$ cat config.mk
export PLATFORM = sky130hd
export DESIGN_NAME = sinc3_ctrl
export DESIGN_NICKNAME = d
export VERILOG_FILES = /design/src/rtl/sinc3_pkg.sv /design/src/rtl/sinc3_out_reg.sv /design/src/rtl/sinc3_ctrl.sv
export SDC_FILE = /design/constraint.sdc
export NUM_CORES = 1
export LEC_CHECK = 0
export BUFFER_PORTS_ARGS = -buffer_cell sky130_fd_sc_hd__clkbuf_2
export CAP_MARGIN = 20
export CORE_MARGIN = 4
export CORE_UTILIZATION = 45
export CTS_CLUSTER_SIZE = 8
export DETAILED_ROUTE_END_ITERATION = 6
export PLACE_DENSITY = 0.7
export SLEW_MARGIN = 15
export SYNTH_ARGS = -nofsm -noshare
export SYNTH_HDL_FRONTEND = slang
export SYNTH_SLANG_ARGS = --single-unit
export TNS_END_PERCENT = 5
$ cat constraint.sdc
create_clock -name MCLK -period 3 [get_ports MCLK]
set_input_delay 0.6 -clock MCLK [delete_from_list [all_inputs] [get_ports MCLK]]
set_output_delay 0.6 -clock MCLK [all_outputs]
set_load 0.1 [all_outputs]
$ cat src/rtl/sinc3_pkg.sv
// sinc3_pkg
//   Shared definitions for the sinc3 filter sequencer: controller state
//   encoding, the mode value driven out of reset, and the counter widths.
package sinc3_pkg;

  typedef enum logic [1:0] {
    IDLE   = 2'd0,
    FLUSH  = 2'd1,
    SETTLE = 2'd2,
    RUN    = 2'd3
  } state_e;

  localparam logic [1:0]  MODE_RST = 2'd3;
  localparam int unsigned FLUSH_W  = 8;
  localparam int unsigned SETTLE_W = 4;

endpackage

$ cat src/rtl/sinc3_out_reg.sv
// sinc3_out_reg
//   One-entry valid/ready holding register for decimated samples, with a
//   sticky overrun flag set when a new sample arrives while the held one is
//   still unconsumed.
// Ports
//   clk_i      in  1   clock, rising edge
//   rst_i      in  1   synchronous reset, active-high
//   load_i     in  1   new sample offered this cycle
//   data_i     in  DW  sample offered with load_i
//   ready_i    in  1   consumer accepts when valid_o & ready_i
//   clr_ovr_i  in  1   clears the overrun flag
//   data_o     out DW  held sample
//   valid_o    out 1   data_o valid
//   overrun_o  out 1   sticky: a sample was dropped
module sinc3_out_reg #(
  parameter int unsigned DW = 16
) (
  input  logic          clk_i,
  input  logic          rst_i,
  input  logic          load_i,
  input  logic [DW-1:0] data_i,
  input  logic          ready_i,
  input  logic          clr_ovr_i,
  output logic [DW-1:0] data_o,
  output logic          valid_o,
  output logic          overrun_o
);

  logic [DW-1:0] data_q, data_d;
  logic          valid_q, valid_d;
  logic          ovr_q, ovr_d;

  always_comb begin
    data_d  = data_q;
    valid_d = valid_q;
    ovr_d   = ovr_q;
    if (load_i) begin
      // A sample leaving this cycle frees the slot for the incoming one.
      if (!valid_q || ready_i) begin
        data_d  = data_i;
        valid_d = 1'b1;
      end else begin
        ovr_d = 1'b1;
      end
    end else if (valid_q && ready_i) begin
      valid_d = 1'b0;
    end
    if (clr_ovr_i) begin
      ovr_d = 1'b0;
    end
  end

  always_ff @(posedge clk_i) begin
    if (rst_i) begin
      data_q  <= '0;
      valid_q <= 1'b0;
      ovr_q   <= 1'b0;
    end else begin
      data_q  <= data_d;
      valid_q <= valid_d;
      ovr_q   <= ovr_d;
    end
  end

  assign data_o    = data_q;
  assign valid_o   = valid_q;
  assign overrun_o = ovr_q;

endmodule

$ cat src/rtl/sinc3_ctrl.sv
// sinc3_ctrl
//   Sequencer for the sinc3 decimation filter. Programs the filter MODE,
//   holds the filter in reset for FLUSH_CYC cycles on start or mode change,
//   discards the first SETTLE_N ENBL rising edges while the filter settles,
//   then forwards each decimated SNCOUT word through a valid/ready register.
//   Optional burst mode (macro SINC3_CTRL_BURST_EN): acquisition returns to
//   IDLE after BURST_LEN loaded samples.
// Ports
//   MCLK      in  1   clock, rising edge
//   RST       in  1   synchronous reset, active-high
//   cfg_mode  in  2   decimation mode to apply
//   cfg_load  in  1   pulse: latch cfg_mode, re-flush if not IDLE
//   start     in  1   pulse: begin acquisition from IDLE
//   stop      in  1   pulse: abort to IDLE
//   MODE      out 2   registered mode to sinc3
//   FLT_RST   out 1   filter reset, active-low
//   ENBL      in  1   sinc3 output-ready level
//   SNCOUT    in  DW  sinc3 output word, valid on ENBL rising edge
//   smp_data  out DW  held sample
//   smp_valid out 1   smp_data valid
//   smp_ready in  1   consumer ready
//   overrun   out 1   sticky sample-dropped flag
//   busy      out 1   state != IDLE
module sinc3_ctrl
  import sinc3_pkg::*;
#(
  parameter int unsigned DW        = 16,
  parameter int unsigned FLUSH_CYC = 4,
  parameter int unsigned SETTLE_N  = 3,
  parameter int unsigned BURST_LEN = 256
) (
  input  logic          MCLK,
  input  logic          RST,
  input  logic [1:0]    cfg_mode,
  input  logic          cfg_load,
  input  logic          start,
  input  logic          stop,
  output logic [1:0]    MODE,
  output logic          FLT_RST,
  input  logic          ENBL,
  input  logic [DW-1:0] SNCOUT,
  output logic [DW-1:0] smp_data,
  output logic          smp_valid,
  input  logic          smp_ready,
  output logic          overrun,
  output logic          busy
);

  if (FLUSH_CYC < 1 || FLUSH_CYC > 255 || SETTLE_N > 15 ||
      BURST_LEN < 1 || BURST_LEN > 256) begin : g_bad_param
    $error("sinc3_ctrl: parameter out of range");
  end

  localparam logic [FLUSH_W-1:0]  FLUSH_INIT  = FLUSH_W'(FLUSH_CYC - 1);
  localparam logic [SETTLE_W-1:0] SETTLE_INIT = SETTLE_W'(SETTLE_N);

  state_e               state_q, state_d;
  logic [FLUSH_W-1:0]   cnt_q, cnt_d;
  logic [SETTLE_W-1:0]  scnt_q, scnt_d;
  logic [1:0]           mode_q, mode_d;
  logic                 enbl_q;
  logic                 rise;
  logic                 start_acc;
  logic                 run_load;
  logic                 clr_ovr;
  logic                 burst_done;

  assign rise = ENBL & ~enbl_q;

  // stop and cfg_load both outrank start and rise in the same cycle.
  assign start_acc = start & ~stop & ~cfg_load & (state_q == IDLE);
  assign run_load  = rise & ~stop & ~cfg_load & (state_q == RUN);
  assign clr_ovr   = ~stop & (cfg_load | start_acc);

`ifdef SINC3_CTRL_BURST_EN
  localparam logic [8:0] BURST_LAST = 9'(BURST_LEN - 1);

  logic [8:0] burst_q, burst_d;
  logic       loaded;

  // Only samples that actually enter the output register are counted.
  assign loaded     = run_load & (~smp_valid | smp_ready);
  assign burst_done = loaded & (burst_q == BURST_LAST);

  always_comb begin
    burst_d = burst_q;
    if (start_acc) begin
      burst_d = '0;
    end else if (loaded) begin
      burst_d = burst_q + 9'd1;
    end
  end

  always_ff @(posedge MCLK) begin
    if (RST) begin
      burst_q <= '0;
    end else begin
      burst_q <= burst_d;
    end
  end
`else
  assign burst_done = 1'b0;
`endif

  always_comb begin
    state_d = state_q;
    cnt_d   = cnt_q;
    scnt_d  = scnt_q;
    mode_d  = mode_q;
    if (stop) begin
      state_d = IDLE;
    end else if (cfg_load) begin
      mode_d = cfg_mode;
      if (state_q != IDLE) begin
        state_d = FLUSH;
        cnt_d   = FLUSH_INIT;
      end
    end else if (start_acc) begin
      state_d = FLUSH;
      cnt_d   = FLUSH_INIT;
    end else begin
      unique case (state_q)
        FLUSH: begin
          if (cnt_q == '0) begin
            if (SETTLE_N == 0) begin
              state_d = RUN;
            end else begin
              state_d = SETTLE;
              scnt_d  = SETTLE_INIT;
            end
          end else begin
            cnt_d = cnt_q - FLUSH_W'(1);
          end
        end
        SETTLE: begin
          // Leave on the last discarded rise so the next rise is delivered.
          if (scnt_q == '0) begin
            state_d = RUN;
          end else if (rise) begin
            scnt_d = scnt_q - SETTLE_W'(1);
            if (scnt_q == SETTLE_W'(1)) begin
              state_d = RUN;
            end
          end
        end
        RUN: begin
          if (burst_done) begin
            state_d = IDLE;
          end
        end
        default: begin
        end
      endcase
    end
  end

  always_ff @(posedge MCLK) begin
    if (RST) begin
      state_q <= IDLE;
      cnt_q   <= '0;
      scnt_q  <= '0;
      mode_q  <= MODE_RST;
      enbl_q  <= 1'b0;
    end else begin
      state_q <= state_d;
      cnt_q   <= cnt_d;
      scnt_q  <= scnt_d;
      mode_q  <= mode_d;
      enbl_q  <= ENBL;
    end
  end

  sinc3_out_reg #(
    .DW(DW)
  ) u_out_reg (
    .clk_i     (MCLK),
    .rst_i     (RST),
    .load_i    (run_load),
    .data_i    (SNCOUT),
    .ready_i   (smp_ready),
    .clr_ovr_i (clr_ovr),
    .data_o    (smp_data),
    .valid_o   (smp_valid),
    .overrun_o (overrun)
  );

  assign MODE    = mode_q;
  assign FLT_RST = (state_q == SETTLE) || (state_q == RUN);
  assign busy    = (state_q != IDLE);

endmodule

==> out/summary.txt, run 1 <==
Post-synthesis compound-gate area fraction - 0.181
RSZ-0062 raised after global routing - false
Final Max Tran Viols - 0
First-iteration detailed-routing DRC count - 75
RR Endpoint - cnt_q[5]
Drt via density - 5.40
DRT antenna net count - 0
Post-Layout Cell Count - 283
Wire per inst - 13.3 µm
Via Count - 1528
Clock power share - 0.377
Mux share of post-synthesis cell area - 0.124
Final WL - 3770 µm
Netlist cell types - 45
Post-synth EDFFs - 0
Worst-Skew Late Latency - 0.29 ns
Cell Area, Synth - 1770 µm²
Largest net degree at the start of global routing - 36
Synth area leader - dfxtp_1
Die width - 70.7 µm
Hold Vio Cnt, Final - 0
Clock Path Buffers - 2
Final setup viols - 0
Cell Chain, Critical Path - inv_1, ha_1, or2_2, clkbuf_2
Total global-route track usage - 0.151
Most frequent cell after synthesis - dfxtp_1
TritonCTS clock tree - yes
Largest stage delay on the critical path - 0.38 ns
Xor/xnor share of the synthesized area - 0
Cell Rows - 22
Cells after DPL - 275
Max_cap viols - 0
Hold worst-path end - MODE[0]
Least-Margin Pin Slew - 0.672 ns
Post-Synth Adder-Cell Area - 0.0565
Net Sw Frac - 0.268
Fmax - 423 MHz
Synthesis Warnings - 0
Status - finished clean
Placed wire-length estimate - 2760 µm
Post-cts sizing count - 0
Hold WC Path Type - reg2reg
Logic gate share of total power - 0.122
Leakage - 1.04 nW
Initial antenna violation count - 0
CP Data Required Time - 2.40 ns
Synth top cells by count - 35 x dfxtp_1, 22 x mux2i_1, 18 x nor2_1
Largest delay share family, worst path - buffers and inverters
Die height - 70.7 µm
Prevailing post-synth register cell - dfxtp_1
P per Cell Area - 453 nW/µm²
PortBufs - 46
Die area - 5000 µm²
P&R area growth vs syn - 20.0%
Reg clk slew, reported paths - 0.07 ns
CP Capture Type - output pin
Sequential share of power - 0.501
Core area - 3740 µm²
Starting Density - 0.473
Crit path arrival time - 1.76 ns
Worst Path Buf+Inv - 2
Placed cell areas - 2030 µm²
Cells after Synth - 190
Setup TNS - 0 ns
Post-synthesis sequential area ratio - 0.395
Normalized max-slew margin - 0.552
Clock sink count - 35
Period minus WS final - 2.36 ns
Post-route cell area - 2130 µm²
Drt first pass iters - 4
Seq cells post-synth - 35
Top cells by area, synth - dfxtp_1 40%, mux2i_1 12%, ha_1 5.6%
Hold depth - 2
First-pass GRT wire length - 6130 µm
Reg2reg path depth - 6
Vias in the first global route - 1326
Syn Area/Cell - 9.32 µm²
Startpoint types - register
Diode count - 0
Clock buffer count from CTS - 5
Crit Path Max Fanout - 11
Final net count - 267
Post-CTS Setup Repair Bufs - 0
Post-CTS Hold Fix Bufs - 0
R2r setup slk - 0.94 ns
Simple-Gate Fraction of Synth Area - 0.199
RR Startpoint - state_q[0]
Largest family of logic cells by synthesized area - simple AND/OR/NAND/NOR gates
Clock skew - 0.00647 ns
Min-delay src - MODE[0]
Kind of critical path - reg2out
Post-synth ARST share - 0
Grt ovf - 0
Net Sw Power - 0.000258 W
Residual DRC count - 0
H-tree depth - 2
Internal power - 0.000704 W
Maximum VDD drop - 0.292 mV
Share of cells above drive strength 1 - 0.251
Ports - 47
GP Congestion - 0.773
Synth top area share - 0.395
Synth Net Count - 223
Slowest cell on crit path - dfxtp_1
Root buf cell - clkbuf_8
Final worst path period share - 0.788
placed cells by master (no fill, tap or decap), drive strengths merged, types with 2 or more instances in the layout:
cell,netlist,layout
nand3b,4,4
a41o,2,2
nor2,19,19
o31ai,3,3
a21oi,11,11
dfxtp,35,35
nor3,2,2
o211ai,3,3
nor2b,7,7
nand2,7,7
mux2i,22,22
o2111ai,2,2
a2111oi,2,2
o21ai,4,4
clkbuf,6,52
ha,8,8
nand4,2,2
inv,9,9
a211o,2,2
nand2b,2,2
nand3,3,3
o21a,3,3
and3,3,3
or3b,4,4
a211oi,3,3
or4,4,4
worst reg2reg max path, stage by stage, from the launching register on:
cell and delay (ns):
dfxtp_1 0.38, inv_1 0.08, ha_1 0.26, and2_1 0.21, o211ai_1 0.54, or3b_1 0.40, mux2i_1 0.12
cell type report:
class,count,area (µm²)
Clock buffer,6,82.6
Clock inverter,2,16.3
Fill cell,351,1620
Inverter,9,33.8
Multi-Input combinational cell,136,995
Sequential cell,35,701
Tap cell,48,60.1
Timing Repair Buffer,47,238
power groups by stage:
stage	clock [W]	sequential (W)	combinational, W
5_1_grt	0.000390	0.000483	0.000129
6_report	0.000363	0.000482	0.000117
4_1_cts	0.000371	0.000482	0.000117
3_3_place_gp	0	0.000492	0.000115
2_1_floorplan	0	0.000502	0.0000782
3_5_place_dp	0	0.000492	0.000116
kinds of logic (layout without fill, tap and decap cells):
logic type	after synthesis	count (layout)
buf+inv	19	64
flops	35	35
simple gates	63	63
mux	22	22
compound gates	43	43
fa+ha+maj	8	8
stage by stage:
stage	hold WS (ns)	util	worst slack, ns	power, W
after CTS	0.486	0.568	0.641	0.000970
final	0.480	0.568	0.636	0.000962
after floorplan	0.451	-	0.869	0.000580
after global placement	0.457	0.541	0.964	0.000608
after global routing	0.505	0.568	0.575	0.00100
after detailed placement	0.467	0.541	0.880	0.000609
state kept, by name, summed over array words and instances, names as in the netlist:
name,flops
MODE,2
cnt_q,8
enbl_q,1
scnt_q,4
state_q,2
u_out_reg.data_o,16
u_out_reg.overrun_o,1
u_out_reg.valid_o,1
how the worst max path moves through the flow:
| stage | start | end | slack (ns) | depth (start not counted) |
|---|---|---|---|---|
| 6_report | state_q[0] | FLT_RST | 0.64 | 4 |
| 5_1_grt | state_q[0] | FLT_RST | 0.58 | 4 |
| 4_1_cts | state_q[0] | FLT_RST | 0.64 | 4 |
| 3_5_place_dp | stop | cnt_q[5] | 0.88 | 4 |
| 3_3_place_gp | stop | cnt_q[5] | 0.96 | 4 |
| 2_1_floorplan | u_out_reg.valid_o | u_out_reg.data_o[10] | 0.87 | 5 |
routing by layer:
metal,global-route usage,wire (µm),vias to the layer above
met5,0,0,-
met4,0.0564,45,0
met3,0.0455,281,4
met2,0.227,1580,57
met1,0.204,1870,681
li1,-,-,786
Note: power is estimated with default switching activity, not from simulation.
==> run 2: changes to the inputs <==
--- a/config.mk
+++ b/config.mk
@@ -5,13 +5,14 @@
 export SDC_FILE = /design/constraint.sdc
 export NUM_CORES = 1
 export LEC_CHECK = 0
+export ABC_AREA = 1
 export BUFFER_PORTS_ARGS = -buffer_cell sky130_fd_sc_hd__clkbuf_2
 export CAP_MARGIN = 20
 export CORE_MARGIN = 4
 export CORE_UTILIZATION = 45
 export CTS_CLUSTER_SIZE = 8
 export DETAILED_ROUTE_END_ITERATION = 6
-export PLACE_DENSITY = 0.7
+export PLACE_DENSITY = 0.72
 export SLEW_MARGIN = 15
 export SYNTH_ARGS = -nofsm -noshare
 export SYNTH_HDL_FRONTEND = slang
==> constraint.sdc (replaced) <==
create_clock -name MCLK -period 2.1 [get_ports MCLK]
set_input_delay 0.42 -clock MCLK [delete_from_list [all_inputs] [get_ports MCLK]]
set_output_delay 0.42 -clock MCLK [all_outputs]
set_load 0.1 [all_outputs]
==> run 2 against run 1 <==
Area after synthesis rose by 5.2%. Synthesized cell count rose by 39%. Critical path type unchanged. Via count rose by 18%. Critical endpoint unchanged. Utilization fell by 0.89 points. Global-route usage rose by 1.5 points. First-iteration DRC count rose by 20%. Wire length rose by 10%. Sequential share of layout area fell by 1.6 points.
==> out/summary.txt, run 2 <==
Status - finished clean
Least-Margin Pin Slew - 0.556 ns (-0.116 ns)
Synth top cells by count - 57 x nor2_1, 51 x nand2_1, 35 x dfxtp_1
Via Count - 1796 (+18%)
P&R area growth vs syn - 19.9% (about the same)
Placed wire-length estimate - 3100 µm (+12%)
Hold Vio Cnt, Final - 0 (unchanged)
Final WL - 4170 µm (+10%)
Post-CTS Setup Repair Bufs - 0 (unchanged)
Worst-Skew Late Latency - 0.29 ns (about the same)
Post-synth ARST share - 0 (unchanged)
Top cells by area, synth - dfxtp_1 38%, nor2_1 11%, nand2_1 10%
Wire per inst - 11.4 µm (-15%)
Netlist cell types - 30 (-33%)
Clock skew - 0.00160 ns (-0.00487 ns)
R2r setup slk - 0.48 ns (-0.46 ns)
Storage cell area - 701 µm² (unchanged)
Prevailing post-synth register cell - dfxtp_1
Clock buffer count from CTS - 5 (unchanged)
Post-synth EDFFs - 0 (unchanged)
Maximum VDD drop - 0.389 mV (+33%)
Max reg flops - 16 (unchanged)
Kind of critical path - reg2out
Core area - 4000 µm² (+6.9%)
Leakage - 1.11 nW (+7.0%)
Total global-route track usage - 0.166 (+0.0148)
Final worst path period share - 0.967
Die width - 72.4 µm (+2.3%)
PortBufs - 46 (unchanged)
Reg clk slew, reported paths - 0.07 ns (about the same)
Largest net degree at the start of global routing - 23 (-36%)
Drt via density - 4.91 (-9.1%)
TritonCTS clock tree - yes
Die area - 5240 µm² (+4.6%)
First-pass GRT wire length - 6890 µm (+13%)
Crit Path Max Fanout - 6 (-5)
Number of fill cells in the layout - 395 (+13%)
Synth top area share - 0.376 (-0.0196)
Drt first pass iters - 4 (unchanged)
RR Startpoint - state_q[0]
Synth area leader - dfxtp_1
Max_cap viols - 0 (unchanged)
Final Max Tran Viols - 0 (unchanged)
Reg2reg path depth - 10 (+4)
Fmax - 492 MHz
Synth Net Count - 298 (+34%)
Hold WC Path Type - in2reg
Period minus WS final - 2.03 ns
Crit path arrival time - 1.61 ns (-0.15 ns)
Min-delay src - SNCOUT[5]
Crit path to - FLT_RST
Starting Density - 0.466 (-0.00720)
GP Congestion - 0.842 (+8.9%)
Initial antenna violation count - 0 (unchanged)
Cell Area, Synth - 1860 µm² (+5.2%)
Clock sink count - 35 (unchanged)
Grt ovf - 0 (unchanged)
RSZ-0062 raised after global routing - false
Clock Path Buffers - 2 (unchanged)
Final net count - 348 (+30%)
Residual DRC count - 0 (unchanged)
Vias in the first global route - 1606 (+21%)
Ports - 47 (unchanged)
Cell Rows - 23 (+4.5%)
Diode count - 0 (unchanged)
DRT antenna net count - 0 (unchanged)
Die height - 72.4 µm (+2.3%)
Share of cells above drive strength 1 - 0.275 (+0.0243)
Syn Area/Cell - 7.04 µm² (-25%)
Total power - 0.00144 W (+49%)
Final setup viols - 0 (unchanged)
Post-synthesis sequential area ratio - 0.376 (-0.0196)
Crit path from - state_q[0]
Area occupied by multi-input gates - 1030 µm² (+3.3%)
Seq cells post-synth - 35 (unchanged)
CP Data Required Time - 1.68 ns (-0.72 ns)
RR Endpoint - cnt_q[2]
Cells after Synth - 265 (+39%)
Synthesis Warnings - 0 (unchanged)
H-tree depth - 2 (unchanged)
CP Capture Type - output pin
Startpoint types - register
Most frequent cells in the layout - 57 x nor2_1, 51 x nand2_1, 45 x clkbuf_2
P per Cell Area - 642 nW/µm² (+42%)
First-iteration detailed-routing DRC count - 90 (+20%)
Most common cell after layout, fill and taps aside - nor2_1
Setup TNS - 0 ns (unchanged)
Normalized max-slew margin - 0.631 (+0.0790)
Root buf cell - clkbuf_8
Most frequent cell after synthesis - nor2_1
-- run 2: cell count changes after synthesis, sizes merged, moves of 4 or more --
| cell | before | now |
|---|---|---|
| o21ai | 4 | 20 |
| a21oi | 11 | 16 |
| nand3 | 3 | 19 |
| or3b | 4 | 0 |
| or4 | 4 | 0 |
| clkbuf | 6 | 2 |
| nor2 | 19 | 63 |
| nor2b | 7 | 0 |
| nand2 | 7 | 59 |
| mux2i | 22 | 0 |
| inv | 9 | 27 |
-- run 2: cell families (layout without fill, tap and decap cells) --
kind of cell / Yosys count / count (layout) / synth area share
AND/OR/NAND/NOR: 150 / 150 / 0.367
buffers and inverters: 33 / 84 / 0.0731
AO/OA/AOI/OAI: 38 / 38 / 0.126
adder cells (fa/ha/maj): 8 / 8 / 0.0537
XOR/XNOR: 1 / 1 / 0.00470
flip-flops: 35 / 35 / 0.376
-- run 2: how the worst min path moves through the flow --
stage,slack [ns],to,cells past startpoint
finish,0.35,u_out_reg.data_o[5],3
floorplan,0.46,scnt_q[2],2
detailed placement,0.45,MODE[0],2
CTS,0.34,u_out_reg.data_o[13],3
global route,0.35,u_out_reg.data_o[8],3
global placement,0.44,MODE[0],2
-- run 2: metal layers --
metal  track usage  vias to the layer above  wire (µm)
li1              -                      940          -
met1         0.212                      803       1920
met2         0.253                       47       1830
met3        0.0540                        6        348
met4        0.0752                        0         66
met5             0                        -          0
-- run 2: where the power goes --
part	total [W]	switching, W	internal [W]
Sequential	0.000689	0.0000111	0.000678
Clock	0.000495	0.000264	0.000231
Combinational	0.000251	0.000166	0.0000858
-- run 2: worst max-delay path: stages (launching register included) --
cell and delay [ns]:
dfxtp_1 0.37, inv_1 0.09, ha_1 0.27, or2_2 0.31, clkbuf_4 0.28
-- run 2: layout make-up --
class | count | area share
clock inverter | 3 | 0.00895
multi-input combinational | 197 | 0.459
timing repair buffer | 49 | 0.114
sequential | 35 | 0.313
clock buffer | 5 | 0.0308
tap | 50 | 0.0280
inverter | 27 | 0.0453
-- run 2: what timing repair did --
| action | in CTS | in global routing |
|---|---|---|
| hold buffers | 0 | 0 |
| resized for setup | 1 | 0 |
| setup endpoints to repair | 1 | 0 |
-- run 2: per-stage QoR --
step                 util  std cells  area, µm²  hold slack, ns  setup slack, ns
finish              0.559        366       2240           0.348           0.0694
global route        0.559        366       2240           0.352           0.0268
CTS                 0.559        366       2240           0.342           0.0649
detailed placement  0.536        358       2140           0.452            0.302
global placement    0.536        358       2140           0.441            0.346
floorplan               -        265       1860           0.460            0.358
